==> src/rtl/lsu_mem_master_if.sv <==
// Bundle of the core-side request/response signals and the data_mem port of the load/store unit.
// The master modport is the unit's own view; the slave modport is the core plus memory side.
interface lsu_mem_master_if #(
   parameter int ADDR_WIDTH = 12
);
   logic                  req_valid;
   logic                  req_ready;
   logic                  req_write;
   logic [1:0]            req_size;
   logic                  req_unsigned;
   logic [31:0]           req_addr;
   logic [31:0]           req_wdata;
   logic                  rsp_valid;
   logic [31:0]           rsp_rdata;
   logic                  rsp_misaligned;
   logic                  mem_write;
   logic [3:0]            byte_en;
   logic [ADDR_WIDTH-1:0] addr;
   logic [31:0]           write_data;
   logic [31:0]           read_data;

   modport master (
      input  req_valid, req_write, req_size, req_unsigned, req_addr, req_wdata, read_data,
      output req_ready, rsp_valid, rsp_rdata, rsp_misaligned,
             mem_write, byte_en, addr, write_data
   );

   modport slave (
      output req_valid, req_write, req_size, req_unsigned, req_addr, req_wdata, read_data,
      input  req_ready, rsp_valid, rsp_rdata, rsp_misaligned,
             mem_write, byte_en, addr, write_data
   );
endinterface

==> src/rtl/lsu_mem_master.sv <==
// Load/store initiator between the CPU memory stage and data_mem: one request at a time,
// lane steering for stores, sign/zero extension for loads, misaligned accesses rejected.
module lsu_mem_master #(
   parameter int ADDR_WIDTH = 12
) (
   input  logic                clk,
   input  logic                rst,
   lsu_mem_master_if.master    bus
);

   typedef enum logic [2:0] {IDLE, ISSUE, DATA, RESP, ERR} state_t;

   state_t                state_q, state_d;
   logic                  write_q, write_d;
   logic [1:0]            size_q, size_d;
   logic                  uns_q, uns_d;
   logic [1:0]            off_q, off_d;
   logic                  req_ready_q, req_ready_d;
   logic                  rsp_valid_q, rsp_valid_d;
   logic                  rsp_mis_q, rsp_mis_d;
   logic [31:0]           rsp_rdata_q, rsp_rdata_d;
   logic                  mem_write_q, mem_write_d;
   logic [3:0]            byte_en_q, byte_en_d;
   logic [ADDR_WIDTH-1:0] addr_q, addr_d;
   logic [31:0]           write_data_q, write_data_d;

   logic [1:0]  req_off;
   logic        req_mis;
   logic [3:0]  req_be;
   logic [31:0] req_wd;
   logic [7:0]  lane_byte;
   logic [15:0] lane_half;
   logic [31:0] load_val;

   assign req_off = bus.req_addr[1:0];

   // Decode of the live request, only consumed at the accept edge.
   always_comb begin
      req_mis = 1'b0;
      req_be  = 4'b1111;
      req_wd  = bus.req_wdata;
      case (bus.req_size)
         2'b00: begin
            req_be = 4'b0001 << req_off;
            req_wd = {4{bus.req_wdata[7:0]}};
         end
         2'b01: begin
            req_mis = req_off[0];
            req_be  = 4'b0011 << req_off;
            req_wd  = {2{bus.req_wdata[15:0]}};
         end
         2'b10: req_mis = (req_off != 2'b00);
         default: req_mis = 1'b1;
      endcase
   end

   // read_data arrives one cycle after the address, i.e. while in DATA.
   always_comb begin
      lane_byte = bus.read_data[{off_q, 3'b000} +: 8];
      lane_half = off_q[1] ? bus.read_data[31:16] : bus.read_data[15:0];
      case (size_q)
         2'b00:   load_val = {{24{lane_byte[7] & ~uns_q}}, lane_byte};
         2'b01:   load_val = {{16{lane_half[15] & ~uns_q}}, lane_half};
         default: load_val = bus.read_data;
      endcase
   end

   always_comb begin
      state_d      = state_q;
      write_d      = write_q;
      size_d       = size_q;
      uns_d        = uns_q;
      off_d        = off_q;
      addr_d       = addr_q;
      write_data_d = write_data_q;
      req_ready_d  = 1'b0;
      rsp_valid_d  = 1'b0;
      rsp_mis_d    = 1'b0;
      rsp_rdata_d  = 32'd0;
      mem_write_d  = 1'b0;
      byte_en_d    = 4'b0000;
      case (state_q)
         IDLE: begin
            req_ready_d = 1'b1;
            if (bus.req_valid) begin
               req_ready_d = 1'b0;
               write_d     = bus.req_write;
               size_d      = bus.req_size;
               uns_d       = bus.req_unsigned;
               off_d       = req_off;
               if (req_mis) begin
                  state_d     = ERR;
                  rsp_valid_d = 1'b1;
                  rsp_mis_d   = 1'b1;
               end else begin
                  state_d      = ISSUE;
                  mem_write_d  = bus.req_write;
                  byte_en_d    = req_be;
                  addr_d       = {bus.req_addr[ADDR_WIDTH-1:2], 2'b00};
                  write_data_d = req_wd;
               end
            end
         end
         ISSUE: begin
            if (write_q) begin
               state_d     = RESP;
               rsp_valid_d = 1'b1;
            end else begin
               state_d = DATA;
            end
         end
         DATA: begin
            state_d     = RESP;
            rsp_valid_d = 1'b1;
            rsp_rdata_d = load_val;
         end
         default: begin
            state_d     = IDLE;
            req_ready_d = 1'b1;
         end
      endcase
   end

   // Every output is a flop so reset drops the memory strobe asynchronously.
   always_ff @(posedge clk or negedge rst) begin
      if (!rst) begin
         state_q      <= IDLE;
         write_q      <= 1'b0;
         size_q       <= 2'b00;
         uns_q        <= 1'b0;
         off_q        <= 2'b00;
         req_ready_q  <= 1'b1;
         rsp_valid_q  <= 1'b0;
         rsp_mis_q    <= 1'b0;
         rsp_rdata_q  <= 32'd0;
         mem_write_q  <= 1'b0;
         byte_en_q    <= 4'b0000;
         addr_q       <= '0;
         write_data_q <= 32'd0;
      end else begin
         state_q      <= state_d;
         write_q      <= write_d;
         size_q       <= size_d;
         uns_q        <= uns_d;
         off_q        <= off_d;
         req_ready_q  <= req_ready_d;
         rsp_valid_q  <= rsp_valid_d;
         rsp_mis_q    <= rsp_mis_d;
         rsp_rdata_q  <= rsp_rdata_d;
         mem_write_q  <= mem_write_d;
         byte_en_q    <= byte_en_d;
         addr_q       <= addr_d;
         write_data_q <= write_data_d;
      end
   end

   assign bus.req_ready      = req_ready_q;
   assign bus.rsp_valid      = rsp_valid_q;
   assign bus.rsp_misaligned = rsp_mis_q;
   assign bus.rsp_rdata      = rsp_rdata_q;
   assign bus.mem_write      = mem_write_q;
   assign bus.byte_en        = byte_en_q;
   assign bus.addr           = addr_q;
   assign bus.write_data     = write_data_q;

endmodule

==> src/flat_wrapper.sv <==
// flat-port wrapper written by rule: the top's interface ports become plain ports
module lsu_mem_master_flat 
#(
   parameter int ADDR_WIDTH = 12
)
  (clk, rst, bus_req_valid, bus_req_write, bus_req_size, bus_req_unsigned, bus_req_addr, bus_req_wdata, bus_read_data, bus_req_ready, bus_rsp_valid, bus_rsp_rdata, bus_rsp_misaligned, bus_mem_write, bus_byte_en, bus_addr, bus_write_data);
  lsu_mem_master_if #(.ADDR_WIDTH(ADDR_WIDTH)) bus_i ();
  input  logic clk;
  input  logic rst;
  input wire logic [$bits(bus_i.req_valid)-1:0] bus_req_valid;
  input wire logic [$bits(bus_i.req_write)-1:0] bus_req_write;
  input wire logic [$bits(bus_i.req_size)-1:0] bus_req_size;
  input wire logic [$bits(bus_i.req_unsigned)-1:0] bus_req_unsigned;
  input wire logic [$bits(bus_i.req_addr)-1:0] bus_req_addr;
  input wire logic [$bits(bus_i.req_wdata)-1:0] bus_req_wdata;
  input wire logic [$bits(bus_i.read_data)-1:0] bus_read_data;
  output wire logic [$bits(bus_i.req_ready)-1:0] bus_req_ready;
  output wire logic [$bits(bus_i.rsp_valid)-1:0] bus_rsp_valid;
  output wire logic [$bits(bus_i.rsp_rdata)-1:0] bus_rsp_rdata;
  output wire logic [$bits(bus_i.rsp_misaligned)-1:0] bus_rsp_misaligned;
  output wire logic [$bits(bus_i.mem_write)-1:0] bus_mem_write;
  output wire logic [$bits(bus_i.byte_en)-1:0] bus_byte_en;
  output wire logic [$bits(bus_i.addr)-1:0] bus_addr;
  output wire logic [$bits(bus_i.write_data)-1:0] bus_write_data;
  assign bus_i.req_valid = bus_req_valid;
  assign bus_i.req_write = bus_req_write;
  assign bus_i.req_size = bus_req_size;
  assign bus_i.req_unsigned = bus_req_unsigned;
  assign bus_i.req_addr = bus_req_addr;
  assign bus_i.req_wdata = bus_req_wdata;
  assign bus_i.read_data = bus_read_data;
  assign bus_req_ready = bus_i.req_ready;
  assign bus_rsp_valid = bus_i.rsp_valid;
  assign bus_rsp_rdata = bus_i.rsp_rdata;
  assign bus_rsp_misaligned = bus_i.rsp_misaligned;
  assign bus_mem_write = bus_i.mem_write;
  assign bus_byte_en = bus_i.byte_en;
  assign bus_addr = bus_i.addr;
  assign bus_write_data = bus_i.write_data;
  lsu_mem_master #(.ADDR_WIDTH(ADDR_WIDTH)) u_core (.clk(clk), .rst(rst), .bus(bus_i));
endmodule
==> config.mk <==
export PLATFORM = sky130hd
export DESIGN_NAME = lsu_mem_master_flat
export DESIGN_NICKNAME = d
export VERILOG_FILES = /design/src/rtl/lsu_mem_master_if.sv /design/src/rtl/lsu_mem_master.sv /design/src/flat_wrapper.sv
export SDC_FILE = /design/constraint.sdc
export NUM_CORES = 1
export LEC_CHECK = 0
export CAP_MARGIN = 20
export CORE_MARGIN = 2
export CORE_UTILIZATION = 35
export CTS_BUF_LIST = sky130_fd_sc_hd__clkbuf_4 sky130_fd_sc_hd__clkbuf_8
export CTS_CLUSTER_DIAMETER = 100
export DETAILED_ROUTE_END_ITERATION = 12
export PLACE_DENSITY = 0.7
export SLEW_MARGIN = 20
export SYNTH_ARGS = -nofsm -noshare
export SYNTH_HDL_FRONTEND = slang
export SYNTH_SLANG_ARGS = --single-unit
export TNS_END_PERCENT = 50
==> constraint.sdc <==
create_clock -name clk -period 2.4 [get_ports clk]
set_input_delay 0.36 -clock clk [delete_from_list [all_inputs] [get_ports clk]]
set_output_delay 0.36 -clock clk [all_outputs]
set_load 0.005 [all_outputs]
# [After elaboration in Yosys (flattened, before gate mapping)]
# Index checks and enable logic that the tools add are counted.
# W data, S select, Z words.
[classes] n_eq_ne=6 shift=3 n_mux=23 n_bitwise=4 reduce_logical=7
[op_table] op="$pmux W32 S2" count=2
[op_table] op="$mux W32" count=1
[op_table] op="$shiftx A32 B6 Y8" count=1
[op_table] op="$mux W16" count=1
[op_table] op="$mux W4" count=3
[op_table] op="$mux W1" count=9
[op_table] op="$pmux W3 S3" count=1
[op_table] op="$pmux W4 S2" count=1
[op_table] op="$mux W3" count=2
[op_table] op="$pmux W1 S3" count=2
[op_table] op="$eq A2 B1 Y1 const B" count=2
[op_table] op="$logic_not A2 Y1" count=2
[op_table] op="$shl A1 B2 Y4 const A" count=1
[op_table] op="$shl A2 B2 Y4 const A" count=1
[op_table] op="$eq A3 B1 Y1 const B" count=1
[op_table] op="$eq A3 B2 Y1 const B" count=1
[op_table] op="$logic_not A3 Y1" count=1
[op_table] op="$reduce_and A3 Y1" count=1
[op_table] op="$and A1 B1 Y1" count=2
[op_table] op="$eq A2 B2 Y1 const B" count=1
[op_table] op="$ne A2 B2 Y1 const B" count=1
[op_table] op="$not A1 Y1" count=2
[op_table] op="$pmux W1 S2" count=1
[op_table] op="$reduce_and A2 Y1" count=1
[op_table] op="2 further kinds" count=2
[word_totals] regBits=91 in_bits=103 out_inout_bits=84 word_cells=56

# [Depth between registers and ports, before layout]
# Gate-level depths: netlist (run 1).
[depth] depth_word=5 ltp_mapped=7 mapped_depth_nobuf=4

# [Worst setup path after synthesis (run 1)]
# Ideal clock, no wire load.
[synth_timing] path_type="register to register" from="register u_core.state_q[0]" to="register u_core.write_data_q[6] (netlist: u_core.bus.write_data[6])" setup_time_ns=0.125 t_arrival_ns=1.582 required_time_ns=2.275 setup_slack_ns=0.693 stages_incl_launch_ff=7 n_path_buf=3 synth_period_minus_slack_ns=1.707 path_cell_list="dfrtp_1 -> buf_6 -> nor4b_4 -> o21ai_2 -> buf_6 -> buf_6 -> mux2_4"
[synth_via] elab_chain_cells=2
[synth_lines] item="from (decl)" line_no="lsu_mem_master.sv:13" text="state_t state_q, state_d;"
[synth_lines] item="from (signal assigned)" line_no="lsu_mem_master.sv:141" text="state_q <= state_d;"
[synth_lines] item="$logic_not A3 Y1" line_no="lsu_mem_master.sv:82" text="case (state_q)"
[synth_lines] item="$reduce_and A3 Y1 (no source line)"
[synth_lines] item="to (signal assigned)" line_no="lsu_mem_master.sv:153" text="write_data_q <= write_data_d;"
[synth_lines] item="to (decl)" line_no="lsu_mem_master.sv:25" text="logic [31:0] write_data_q, write_data_d;"
# Every way passes these cells.
# A chain may end at the register's enable or synchronous reset.

# [Worst setup path in the final report (run 1)]
[layout_timing] from="register u_core.size_q[1]" to="register u_core.rsp_rdata_q[6] (netlist: u_core.bus.rsp_rdata[6])"
[layout_via] elab_chain_cells=3 elab_cells_between_ends=4 classes_between="1 x eq/ne; 2 x mux; 1 x reduce/logical"
[layout_lines] item="from (decl)" line_no="lsu_mem_master.sv:15" text="logic [1:0] size_q, size_d;"
[layout_lines] item="from (signal assigned)" line_no="lsu_mem_master.sv:143" text="size_q <= size_d;"
[layout_lines] item="$eq A2 B1 Y1 or $logic_not A2 Y1 (tied branches)" line_no="lsu_mem_master.sv:61" text="case (size_q)"
[layout_lines] item="$pmux W32 S2 *" line_no="lsu_mem_master.sv:61"
[layout_lines] item="$mux W32 *" line_no="lsu_mem_master.sv:82"
[layout_lines] item="named net u_core.rsp_rdata_d[6]" line_no="lsu_mem_master.sv:21" text="logic [31:0] rsp_rdata_q, rsp_rdata_d;"
[layout_lines] item="to (signal assigned)" line_no="lsu_mem_master.sv:149" text="rsp_rdata_q <= rsp_rdata_d;"
[layout_lines] item="to (decl)" line_no="lsu_mem_master.sv:21"
# The timed path passes the listed nets; every way through them passes the cells marked *.

==> flow_summary.yaml, run 1 <==
power_and_ir_drop:
  p_sw_share_pct: 31.2
  vdd_drop_max_mv: 0.498
  powerDensity_nw_per_um2: 1060
  internal-power_w: 0.00442
  power_frac_comb_pct: 42.8
  p_leak_nw: 2.74
  seq_power_share_pct: 39.1
  p_sw_w: 0.00201
  power_frac_clock_pct: 18.1
setup_path:
  cp_max_fo: 24
  end_kind: "flop"
  cp_num_buf_inv: 1
  worst_path_largest_cell_delay_ps: 810
  critPathArrivalTime_ps: 2170
  reg2reg_depth: 4
  startpoint_type: "flop"
  ff2ff_setup_slack_ps: 500
  worstSetupPathType: "reg -> reg"
  worst_ep_required_time_ps: 2670
  crit_slowest_cell: "nor3b_1"
  r2r_start: "u_core.size_q[1]$_DFFE_PN0P_"
  cpLargestDelayFamily: "simple AND/OR/NAND/NOR gates"
  crit_chain: "buf_4 -> nor3b_1 -> a222oi_1 -> nor2_1"
  rr_endpoint: "u_core.bus.rsp_rdata[6]$_DFF_PN0_"
logic_synthesis:
  synth_warnings: 0
  seq_area_frac_synth_pct: 56.0
  synth_area_leaders: "dfrtp_1 (55%), nand2_1 (7.8%), mux2i_1 (6.4%), mux2_2 (6.4%), o21ai_0 (4.5%)"
  synthCells: 387
  ys_types: 37
  synth-seq-cells: 91
  synth_area_um2: 4070
  yosysTopAreaCellShare_pct: 55.3
  yosys.area.top_type: "dfrtp_1"
  syn_avg_cell_area_um2: 10.5
clock_network:
  clock_latency_ps: 350
  cts_buffer_depth: 2
  hold_buffers: 0
  cts_tree: "built"
  postCtsSetupBuffers: 0
  path_clk_slew_ps: 80
  cts.sinks: 91
  clock-root-buffer: "clkbuf_8"
  cts_inserted_buffers: 9
  cts_resized: 0
  htree_num_levels: 3
global_routing:
  grt_pass1_vias: 3616
  grt_pass1_wl_mm: 18.4
  grt_max_degree: 67
  grt_remaining_overflow: 0
  track_usage_pct: 18.7
  antenna_found_initial: 0
placement:
  dp_hpwl_mm: 8.61
  post-place-ws_ps: 133
  port_buffers: 164
  place.gp.congestion: 0.815
  placed_area_um2: 5870
floorplanning:
  initial_core_util_pct: 35.8
  ios: 187
  dieArea_um2: 12500
  coreArea_um2: 11400
  fp-row-count: 39
  fp.dieH_um: 112
  die_w_um: 112
layout:
  final_common_cell: "clkdlybuf4s50_1"
  layout.nets: 649
  antennaDiodeCount: 0
  multi_input_area_um2: 1610
  n_fill_cell: 1061
  areaGrowthSynthToFinish_pct: 49.6
  final_cell_mix: "clkdlybuf4s50_1 (163), dfrtp_1 (90), nand2_1 (85)"
  drive_above_1_share_pct: 11.5
  design_area_um2: 6090
  seq_area_um2: 2280
sta:
  hold_viol: 0
  rsz0062_at_grt: "no"
  fin_crit_sh_pct: 79.3
  slew_violations: 0
  setup_viol: 0
  setup-tns-final_ps: 0
  skew_ps: 8.06
  max_freq_mhz: 526
  slew_headroom_pct: 33.0
  fin_crit_ps: 1900
  worst_slew_pin_slew_ps: 1000
  setup_slack_ps: 498
route:
  routed_wl_mm: 11.5
  drt-initial-drc-count: 173
  vias_per_cell: 5.00
  num_vias: 3463
  dr.pass1.iters: 5
  ant_nets: 0
  wl_per_cell_um: 16.6
  route.detailed.drc: 0
flow_run:
  maxCapViolCount: 0
outcome:
  status: "complete, no violations"
hold_path:
  hp-class: "in -> async"
## worst reg2reg max path, delay by kind of cell, from the launching register on
kind | cells | cell delay (ps)
flops | 1 | 410
buf+inv | 1 | 230
compound gates | 1 | 200
simple gates | 2 | 990
## synthesized netlist by cell type, drive strengths merged
| cell type | count |
|---|---|
| dfrtp | 90 |
| nand2 | 85 |
| o21ai | 39 |
| mux2i | 26 |
| mux2 | 25 |
| nor2 | 23 |
| clkbuf | 18 |
| a21oi | 13 |
| buf | 12 |
| inv | 10 |
| a221oi | 9 |
| nor3 | 8 |
| a222oi | 7 |
| nand2b | 2 |
| nor2b | 2 |
| nor3b | 2 |
| o22ai | 2 |
| or3b | 2 |
| a2111oi | 1 |
| a211oi | 1 |
| a22oi | 1 |
| and2 | 1 |
| conb | 1 |
| dfstp | 1 |
| nor4b | 1 |
| o31ai | 1 |
| or3 | 1 |
| or4b | 1 |
| xnor2 | 1 |
| xor2 | 1 |
## cell type report
cell class                 count  area share [%]
tap                          143            2.94
timing repair buffer         177            28.9
inverter                      10           0.617
sequential                    91            37.4
clock buffer                  12            2.61
clock inverter                 2           0.987
multi-input combinational    257            26.5
## cell families (layout without fill, tap and decap cells)
family	after synthesis	count (layout)	synth area share (%)
buf+inv	40	201	4.70
xor+xnor	2	2	0.430
simple gates	128	128	13.7
mux	51	51	13.5
flops	91	91	56.0
compound gates	74	74	11.6
other cells	1	2	0.0921
## how the worst max path moves through the flow
| stage | start | to | depth (start not counted) |
|---|---|---|---|
| 2_1_floorplan | u_core.state_q[0]$_DFFE_PN0P_ | u_core.bus.write_data[6]$_DFFE_PN0P_ | 6 |
| 3_3_place_gp | bus_req_size[0] | u_core.bus.write_data[3]$_DFFE_PN0P_ | 6 |
| 3_5_place_dp | bus_req_size[0] | u_core.bus.write_data[2]$_DFFE_PN0P_ | 6 |
| 4_1_cts | u_core.size_q[0]$_DFFE_PN0P_ | u_core.bus.rsp_rdata[12]$_DFF_PN0_ | 4 |
| 5_1_grt | u_core.size_q[0]$_DFFE_PN0P_ | u_core.bus.rsp_rdata[8]$_DFF_PN0_ | 4 |
| 6_report | u_core.size_q[1]$_DFFE_PN0P_ | u_core.bus.rsp_rdata[6]$_DFF_PN0_ | 4 |
## power groups by stage
stage	registers, W	logic [W]	clock network (W)
detailed placement	0.00254	0.00278	0
finish	0.00251	0.00275	0.00116
global placement	0.00252	0.00270	0
CTS	0.00252	0.00278	0.00119
floorplan	0.00249	0.00123	0
global route	0.00259	0.00301	0.00125
## per-stage QoR
step           hold slack, ps  cells  total power (W)  util, %
2_1_floorplan            64.4    388          0.00372        -
3_3_place_gp              405    678          0.00522     51.6
3_5_place_dp              420    678          0.00531     51.6
4_1_cts                  26.5    692          0.00649     53.5
5_1_grt                  48.4    692          0.00685     53.5
6_report                 22.3    692          0.00642     53.5
## sequential cells by signal, summed over array words and instances, names as in the netlist, 2 cells and up
register               cells
u_core.bus.rsp_rdata      32
u_core.bus.write_data     32
u_core.bus.addr           10
u_core.bus.byte_en         4
u_core.state_q             3
u_core.off_q               2
u_core.size_q              2
## metal layers
metal  wire [um]  track usage (%)  vias up
li1            -                -     1637
met1        4600             20.9     1636
met2        5320             30.8      178
met3        1390             8.44       12
met4         171             7.98        0
met5           0                0        -
Power figures use the tool's default switching activity.
==> run 2, diff against run 1 <==
--- a/config.mk
+++ b/config.mk
@@ -11,7 +11,7 @@
 export CTS_BUF_LIST = sky130_fd_sc_hd__clkbuf_4 sky130_fd_sc_hd__clkbuf_8
 export CTS_CLUSTER_DIAMETER = 100
 export DETAILED_ROUTE_END_ITERATION = 12
-export PLACE_DENSITY = 0.7
+export PLACE_DENSITY = 0.72
 export SLEW_MARGIN = 20
 export SYNTH_ARGS = -nofsm -noshare
 export SYNTH_HDL_FRONTEND = slang
==> constraint.sdc (replaced) <==
create_clock -name clk -period 1.5 [get_ports clk]
set_input_delay 0.225 -clock clk [delete_from_list [all_inputs] [get_ports clk]]
set_output_delay 0.225 -clock clk [all_outputs]
set_load 0.005 [all_outputs]
==> run 2 against run 1 <==
Effect of this change: the flow now finishes with violations (negative setup slack); total power rose by 74%; critical endpoint is now u_core.bus.addr[9]$_DFFE_PN0P_; via count rose by 5.9%; sequential cell count unchanged; combinational power grew 90%; clock power rose by 71%; critical path depth rose by 1; clock-buffer cell count is 3 lower; non-clock buffer count up 34; global-route usage increased by 0.66 points; sequential power rose by 59%.
==> flow_summary.yaml, run 2 (same netlist as run 1, synthesis figures left out) <==
setup_path:
  crit_slowest_cell: "clkdlybuf4s50_1"
  worst_path_largest_cell_delay_ps: 560
  worstSetupPathType: "in -> reg"
  reg2reg_depth: 5
  worst_ep_required_time_ps: 1740
  ff2ff_setup_slack_ps: -90
  cp_num_buf_inv: 2
  end_kind: "flop"
  rr_endpoint: "u_core.bus.addr[9]$_DFFE_PN0P_"
  cp_max_fo: 24
  crit_chain: "clkdlybuf4s50_1 -> a21oi_1 -> o21ai_4 -> buf_12 -> mux2_2"
  startpoint_type: "input port"
  critPathArrivalTime_ps: 1840
  cpLargestDelayFamily: "buffers and inverters"
  r2r_start: "u_core.state_q[0]$_DFFE_PN0P_"
layout:
  fin_util_pct: 59.1
  final_cell_mix: "clkdlybuf4s50_1 (130), dfrtp_1 (87), nand2_1 (79)"
  drive_above_1_share_pct: 21.0
  antennaDiodeCount: 0
  layout.nets: 683
  areaGrowthSynthToFinish_pct: 65.1
  final_common_cell: "clkdlybuf4s50_1"
  instances_no_fill: 728
sta:
  setup_slack_ps: -98.7
  rsz0062_at_grt: "yes"
  slew_violations: 0
  holdWs_ps: 266
  hold_viol: 0
  setup_viol: 58
  skew_ps: 8.59
  fin_crit_ps: 1600
  max_freq_mhz: 626
  fin_crit_sh_pct: 107
  setup-tns-final_ps: -3400
floorplanning:
  dieArea_um2: 12500
  fp.dieH_um: 112
  initial_core_util_pct: 35.8
  ios: 187
  fp-row-count: 39
  coreArea_um2: 11400
  die_w_um: 112
power_and_ir_drop:
  power_frac_comb_pct: 46.6
  p_sw_w: 0.00360
  p_sw_share_pct: 32.1
  power_frac_clock_pct: 17.7
  internal-power_w: 0.00760
  seq_power_share_pct: 35.7
  p_leak_nw: 3.36
  vdd_drop_max_mv: 0.838
  powerDensity_nw_per_um2: 1670
global_routing:
  grt_remaining_overflow: 0
  grt_max_degree: 32
  track_usage_pct: 19.3
  antenna_found_initial: 0
  grt_pass1_vias: 3857
  grt_pass1_wl_mm: 19.2
route:
  ant_nets: 0
  wl_per_cell_um: 17.0
  route.detailed.drc: 0
  vias_per_cell: 5.04
  dr.pass1.iters: 6
  num_vias: 3667
  routed_wl_mm: 12.4
  drt-initial-drc-count: 168
clock_network:
  htree_num_levels: 3
  path_clk_slew_ps: 90
  cts_inserted_buffers: 9
  cts_tree: "built"
  cts_buffer_depth: 2
  cts.sinks: 91
  clock_latency_ps: 350
  clock-root-buffer: "clkbuf_8"
placement:
  dp_cells: 708
  post-place-ws_ps: -337
  port_buffers: 164
  place.gp.congestion: 0.820
  dp_hpwl_mm: 9.01
outcome:
  status: "complete, but fails checks"
  violations: "negative setup slack"
hold_path:
  hp-class: "in -> async"
flow_run:
  maxCapViolCount: 0
-- run 2: cell count changes in the layout (fill, tap and decap cells not counted), sizes merged, moves of 3 or more --
cell	delta
dlymetal6s2s	+28
clkdlybuf4s50	-33
dlygate4sd2	+5
clkinv	+3
buf	+30
-- run 2: worst max path at each step --
stage / to / depth (start not counted) / slack (ps) / startpoint
final: u_core.bus.addr[9]$_DFFE_PN0P_ / 5 / -100 / bus_req_size[0]
after global routing: u_core.bus.addr[8]$_DFFE_PN0P_ / 5 / -160 / u_core.state_q[0]$_DFFE_PN0P_
after CTS: u_core.bus.rsp_rdata[30]$_DFF_PN0_ / 6 / -90 / u_core.state_q[2]$_DFFE_PN0P_
after detailed placement: u_core.bus.addr[8]$_DFFE_PN0P_ / 5 / -340 / bus_req_size[0]
after global placement: u_core.bus.addr[11]$_DFFE_PN0P_ / 5 / -290 / bus_req_size[0]
after floorplan: u_core.bus.write_data[6]$_DFFE_PN0P_ / 6 / -200 / u_core.state_q[1]$_DFFE_PN0P_
-- run 2: layout make-up --
type,instances,area (um2)
clock buffers,9,124
flip-flops and latches,91,2280
multi-input cells,257,1750
clock inverters,7,116
fillers,962,4650
inverters,10,37.5
repair buffers,211,2240
well taps,143,179
-- run 2: through the flow --
step | cell area, um2 | power [W]
floorplan | 4130 | 0.00609
global placement | 6190 | 0.00889
detailed placement | 6190 | 0.00903
CTS | 6490 | 0.0112
global route | 6720 | 0.0119
finish | 6720 | 0.0112
-- run 2: routing by layer --
metal	track usage, %	vias up	wire [um]
met2	31.8	207	5940
li1	-	1710	-
met3	7.02	28	1290
met1	22.9	1722	4810
met5	0	-	0
met4	8.23	0	313
-- run 2: power groups by stage --
stage	logic [W]	clock network [W]	registers, W
after detailed placement	0.00500	0	0.00404
after global routing	0.00564	0.00214	0.00413
after floorplan	0.00210	0	0.00399
after global placement	0.00489	0	0.00400
final	0.00522	0.00198	0.00400
after CTS	0.00512	0.00205	0.00401
-- run 2: what timing repair did --
action / CTS / global route
hold buffers: 1 / 0
gates resized for setup: 30 / 61
endpoints found under the hold margin: 70 / 0
gates cloned: 0 / 3
pin swaps: 5 / 9
endpoints found under the setup margin: 80 / 104
setup buffers: 1 / 0
